$ cat src/rtl/counter_nch.sv
// counter_nch: N-channel programmable counter/timer with per-channel prescaler,
// one-shot / periodic / square / PWM modes, sticky interrupts and count readback.
module counter_nch #(
    parameter int NCH   = 4,
    parameter int CH_W  = 2,
    parameter int WIDTH = 32
) (
    input  logic             clk,
    input  logic             rst,
    input  logic             counter_we,
    input  logic [CH_W-1:0]  counter_ch,
    input  logic [1:0]       counter_reg,
    input  logic [WIDTH-1:0] counter_val,
    output logic [WIDTH-1:0] rd_data,
    output logic [NCH-1:0]   cnt_out,
    output logic [NCH-1:0]   irq,
    output logic             irq_any
);
    typedef enum logic [1:0] {
        MODE_ONESHOT  = 2'd0,
        MODE_PERIODIC = 2'd1,
        MODE_SQUARE   = 2'd2,
        MODE_PWM      = 2'd3
    } mode_e;

    localparam logic [1:0] REG_RELOAD  = 2'd0;
    localparam logic [1:0] REG_CTRL    = 2'd1;
    localparam logic [1:0] REG_COMPARE = 2'd2;
    localparam logic [1:0] REG_IRQ_CLR = 2'd3;

    logic [7:0]                wr_presc;
    logic [NCH-1:0]            clr_mask;
    logic [NCH-1:0][WIDTH-1:0] count_all;
    logic [WIDTH-1:0]          rd_data_q;
    logic [WIDTH-1:0]          rd_data_d;

    // Shift-and-cast keeps the prescale field well defined even for narrow WIDTH.
    assign wr_presc = 8'(counter_val >> 8);
    assign clr_mask = (counter_we && counter_reg == REG_IRQ_CLR) ? NCH'(counter_val) : '0;

    genvar gi;
    generate
        for (gi = 0; gi < NCH; gi++) begin : g_ch
            logic [WIDTH-1:0] count_q, count_d;
            logic [WIDTH-1:0] reload_q, reload_d;
            logic [WIDTH-1:0] compare_q, compare_d;
            mode_e            mode_q, mode_d;
            logic             en_q, en_d;
            logic             irq_en_q, irq_en_d;
            logic [7:0]       presc_max_q, presc_max_d;
            logic [7:0]       presc_q, presc_d;
            logic             cnt_out_q, cnt_out_d;
            logic             irq_q, irq_d;
            logic             sel, wr_reload, wr_ctrl, wr_cmp;
            logic             tick, te, te_act;

            always_comb begin
                sel       = counter_we && (counter_ch == CH_W'(gi));
                wr_reload = sel && (counter_reg == REG_RELOAD);
                wr_ctrl   = sel && (counter_reg == REG_CTRL);
                wr_cmp    = sel && (counter_reg == REG_COMPARE);
                tick      = en_q && (presc_q >= presc_max_q);
                te        = tick && (count_q == '0);
                // A colliding RELOAD/CTRL write overrides every TE effect except the irq set.
                te_act    = te && !wr_reload && !wr_ctrl;

                count_d     = count_q;
                reload_d    = reload_q;
                compare_d   = compare_q;
                mode_d      = mode_q;
                en_d        = en_q;
                irq_en_d    = irq_en_q;
                presc_max_d = presc_max_q;
                presc_d     = presc_q;
                cnt_out_d   = cnt_out_q;

                if (en_q) begin
                    presc_d = tick ? 8'd0 : presc_q + 8'd1;
                    if (tick && !te)
                        count_d = count_q - WIDTH'(1);
                    if (mode_q == MODE_PERIODIC)
                        cnt_out_d = 1'b0;
                    if (mode_q == MODE_PWM)
                        cnt_out_d = (count_q < compare_q);
                    if (te_act) begin
                        case (mode_q)
                            MODE_ONESHOT: begin
                                cnt_out_d = 1'b1;
                                en_d      = 1'b0;
                            end
                            MODE_PERIODIC: begin
                                count_d   = reload_q;
                                cnt_out_d = 1'b1;
                            end
                            MODE_SQUARE: begin
                                count_d   = reload_q;
                                cnt_out_d = ~cnt_out_q;
                            end
                            default: count_d = reload_q;
                        endcase
                    end
                end

                if (wr_reload) begin
                    reload_d = counter_val;
                    if (en_q) begin
                        count_d = counter_val;
                        presc_d = 8'd0;
                    end
                end

                if (wr_cmp)
                    compare_d = counter_val;

                if (wr_ctrl) begin
                    mode_d      = mode_e'(counter_val[1:0]);
                    en_d        = counter_val[2];
                    irq_en_d    = counter_val[3];
                    presc_max_d = wr_presc;
                    if (!counter_val[2]) begin
                        count_d   = count_q;
                        presc_d   = presc_q;
                        cnt_out_d = cnt_out_q;
                    end else if (!en_q) begin
                        count_d   = reload_q;
                        presc_d   = 8'd0;
                        cnt_out_d = 1'b0;
                    end
                end

                irq_d = irq_q;
                if (clr_mask[gi])
                    irq_d = 1'b0;
                if (te && irq_en_q)
                    irq_d = 1'b1;
            end

            always_ff @(posedge clk or posedge rst) begin
                if (rst) begin
                    count_q     <= '0;
                    reload_q    <= '0;
                    compare_q   <= '0;
                    mode_q      <= MODE_ONESHOT;
                    en_q        <= 1'b0;
                    irq_en_q    <= 1'b0;
                    presc_max_q <= 8'd0;
                    presc_q     <= 8'd0;
                    cnt_out_q   <= 1'b0;
                    irq_q       <= 1'b0;
                end else begin
                    count_q     <= count_d;
                    reload_q    <= reload_d;
                    compare_q   <= compare_d;
                    mode_q      <= mode_d;
                    en_q        <= en_d;
                    irq_en_q    <= irq_en_d;
                    presc_max_q <= presc_max_d;
                    presc_q     <= presc_d;
                    cnt_out_q   <= cnt_out_d;
                    irq_q       <= irq_d;
                end
            end

            assign count_all[gi] = count_q;
            assign cnt_out[gi]   = cnt_out_q;
            assign irq[gi]       = irq_q;
        end
    endgenerate

    always_comb begin
        rd_data_d = '0;
        for (int i = 0; i < NCH; i++) begin
            if (counter_ch == CH_W'(i))
                rd_data_d = count_all[i];
        end
    end

    always_ff @(posedge clk or posedge rst) begin
        if (rst)
            rd_data_q <= '0;
        else
            rd_data_q <= rd_data_d;
    end

    assign rd_data = rd_data_q;
    assign irq_any = |irq;

endmodule
$ cat config.mk
export PLATFORM = sky130hd
export DESIGN_NAME = counter_nch
export DESIGN_NICKNAME = d
export VERILOG_FILES = /design/src/rtl/counter_nch.sv
export SDC_FILE = /design/constraint.sdc
export NUM_CORES = 2
export LEC_CHECK = 0
export ABC_AREA = 0
export BUFFER_PORTS_ARGS = -buffer_cell sky130_fd_sc_hd__buf_2
export CORE_UTILIZATION = 45
export DETAILED_ROUTE_END_ITERATION = 12
export PLACE_DENSITY = 0.73
export SYNTH_ARGS = -nofsm -noshare
export SYNTH_HDL_FRONTEND = slang
export SYNTH_SLANG_ARGS = --single-unit
$ cat constraint.sdc
create_clock -name clk -period 14.6 [get_ports clk]
set_clock_uncertainty 0.1 [all_clocks]
set_input_delay 1.46 -clock clk [delete_from_list [all_inputs] [get_ports clk]]
set_output_delay 1.46 -clock clk [all_outputs]
set_load 0.01 [all_outputs]
==> impl_metrics.env <==
export IMPL_p_total_mw=5.89
export IMPL_drv_slew=0
export IMPL_timing_rr_end="g_ch[0].count_q[22]"
export IMPL_synth_seq_cells=504
export IMPL_cts_max_path_buffers=3
export IMPL_root_buffer="clkbuf_16"
export IMPL_dieArea_um2=71700
export IMPL_die_h_um=268
export IMPL_gr_usage_all_layers_pct=33.9
export IMPL_ys_seq_area_share_pct=39.7
export IMPL_antenna_found_initial=11
export IMPL_worstHoldEndpoint="g_ch[1].reload_q[14]"
export IMPL_dpl_instance_area_um2=32900
export IMPL_cts_sinks=504
export IMPL_grt_pass1_vias=28400
export IMPL_holdCritStartpoint="g_ch[1].reload_q[14]"
export IMPL_leakage_nw=15.8
export IMPL_cts_tree="built"
export IMPL_drc=4
export IMPL_synth_area_leader_cell="dfrtp_1"
export IMPL_vias=30700
export IMPL_rrSetupSlack_ps=10370
export IMPL_syn_nets=4029
export IMPL_min_path_type="register to register"
export IMPL_die_x_um=268
export IMPL_crit_slowest_cell="nor2_1"
export IMPL_drt_initial_drc_count=4288
export IMPL_grt_start_max_net_pins=168
export IMPL_gp_congestion=0.991
export IMPL_syn_area_um2=31800
export IMPL_peakVddDrop_mv=0.108
export IMPL_clk_pin_slew_worst_paths_ps=60
export IMPL_critical_path_class="input port to register"
export IMPL_reg2reg_from="g_ch[0].count_q[14]"
export IMPL_globalRouteOverflowTotal=0
export IMPL_ys_warn_count=0
export IMPL_wl_um=122000
export IMPL_cpPeakStageDelay_ps=670
export IMPL_avgSynthCellArea_um2=8.32
export IMPL_hpwl_um=79700
export IMPL_drv_cap=0
export IMPL_postSynthCellCount=3822
export IMPL_crit_top_cell="buf_4"
export IMPL_power_density_nw_per_um2=169
export IMPL_cp_depth=11
export IMPL_reg2regPathDepth=9
export IMPL_final_area_um2=34900
export IMPL_start_kind="input port"
export IMPL_hold_viol=0
export IMPL_vias_per_cell=6.46
export IMPL_fmax_mhz=224
export IMPL_synthArstFlopShare_pct=100
export IMPL_grt_first_pass_wirelength_um=182000
export IMPL_outcome="finished, violations left"
export IMPL_cp_max_fo=39
export IMPL_cts_made_buffers=59
export IMPL_hold_path_depth=2
export IMPL_ios=80
export IMPL_clock_latency_ps=650
export IMPL_crit_path_end_kind="register"
export IMPL_grt_setup_unrepaired="false"
export IMPL_postCtsHoldBufs=0
export IMPL_relSlewSlack_pct=8.85
export IMPL_yosysMostFrequentCell="nand2_1"
export IMPL_rows=97
export IMPL_wl_per_cell_um=25.6
export IMPL_synth_cell_types=98
export IMPL_h_tree_depth=2
export IMPL_yosys_top_cells_count="nand2_1, dfrtp_1, o21ai_0, nor2_1, a21oi_1"
export IMPL_synthFlopType="dfrtp_1"
export IMPL_tightest_slew_ps=1370
export IMPL_layout_nets=3971
export IMPL_cp_arrival_ps=4960
export IMPL_yosys_area_top_type_share_pct=39.7
export IMPL_violations="DRC"
export IMPL_drive_gt1_share_pct=10.8
export IMPL_cts_resized=0
export IMPL_crit_required_ps=15090
export IMPL_n_fill_cell=6584
export IMPL_path_delay_family="buffers and inverters"
export IMPL_core_area_um2=69900
export IMPL_finalSetupTns_ps=0
export IMPL_area_growth_synth_to_final_pct=9.88
export IMPL_postCtsSetupRepairBufs=0
export IMPL_period_needed_ps=4470
export IMPL_path_buf_inv=5
export IMPL_place_ws_ps=9640
export IMPL_crit_path_cell_trace="buf_2, buf_4, inv_1, buf_4, nand2_1, buf_4, nand2_1, nor2_1, o21ai_0, a31oi_1, a211o_1"
export IMPL_synth_area_leaders="dfrtp_1, nand2_1, ha_1"
export IMPL_fin_crit_sh_pct=30.6
export IMPL_dr_pass1_iters=12
export IMPL_fin_ws_ps=10130
export IMPL_postRouteAntennaNets=0
export IMPL_setup_viol=0
export IMPL_start_util_pct=45.5
export IMPL_io_buffer_count=79
export IMPL_synth_edf_count=0
layout make-up:
cell class / count / area, µm² / area share [%]
Multi-Input combinational cell: 2844 / 17400 / 49.8
Sequential cell: 504 / 12600 / 36.1
Clock buffer: 84 / 1770 / 5.08
Tap cell: 940 / 1180 / 3.37
Timing Repair Buffer: 146 / 911 / 2.61
Inverter: 209 / 788 / 2.26
Clock inverter: 26 / 265 / 0.759
Antenna cell: 4 / 10.0 / 0.0287
cells in the final DEF, fill, tap and decap left out, drive strengths merged, types with 84 or more instances in the layout:
cell type	netlist	final
a21oi	225	225
o22ai	97	97
nand2	748	748
buf	49	146
inv	208	207
clkbuf	216	84
nor3	102	102
dfrtp	504	504
nor2	282	282
ha	168	168
o21ai	370	370
cells by family after synthesis:
family | after synthesis | synth area share (%)
compound gates | 1044 | 20.4
xor+xnor | 63 | 1.74
fa+ha+maj | 168 | 6.61
buf+inv | 474 | 5.83
flops | 504 | 39.7
mux | 107 | 4.88
simple gates | 1462 | 20.9
sequential cells by signal, summed over array words and instances, names as in the netlist:
| register | count |
|---|---|
| g_ch.cnt_out_q | 4 |
| g_ch.compare_q | 128 |
| g_ch.count_q | 128 |
| g_ch.en_q | 4 |
| g_ch.irq_en_q | 4 |
| g_ch.irq_q | 4 |
| g_ch.mode_q | 8 |
| g_ch.presc_max_q | 32 |
| g_ch.presc_q | 32 |
| g_ch.reload_q | 128 |
| rd_data | 32 |
stage by stage:
| stage | hold WS [ps] | instances | utilization [%] |
|---|---|---|---|
| 2_1_floorplan | 340 | 3822 | - |
| 3_3_place_gp | 354 | 4643 | 47.0 |
| 3_5_place_dp | 361 | 4643 | 47.0 |
| 4_1_cts | 374 | 4753 | 49.9 |
| 5_1_grt | 388 | 4753 | 49.9 |
| 6_report | 377 | 4757 | 50.0 |
worst max path at each step:
stage / from / to / slack [ps]
5_1_grt: counter_reg[0] / g_ch[0].count_q[6] / 10140
2_1_floorplan: rst / g_ch[0].cnt_out_q / 6200
3_3_place_gp: counter_reg[0] / g_ch[0].count_q[6] / 9790
4_1_cts: counter_reg[0] / g_ch[0].count_q[6] / 10310
3_5_place_dp: counter_reg[0] / g_ch[0].count_q[18] / 9640
6_report: counter_reg[0] / g_ch[0].count_q[18] / 10130
routing by layer:
metal,vias up,track usage [%],share of wire (%)
li1,13500,-,-
met1,14600,45.3,38
met2,2122,48.5,41
met3,532,9.44,13
met4,14,21.2,7.3
met5,-,0,0.076
power by group:
group          switching, mW  leakage (nW)  internal (mW)  total (mW)
Clock                  0.642          1.01          0.927        1.57
Combinational           1.17          8.44          0.824        1.99
Sequential             0.577          6.33           1.76        2.33
Total                   2.39          15.8           3.51        5.89
worst min-delay path: cells and delay by family (launching register included):
kind / cells / cell delay [ps]
AND/OR/NAND/NOR: 2 / 110
flip-flops: 1 / 340
Note: power is estimated with default switching activity, not from simulation.
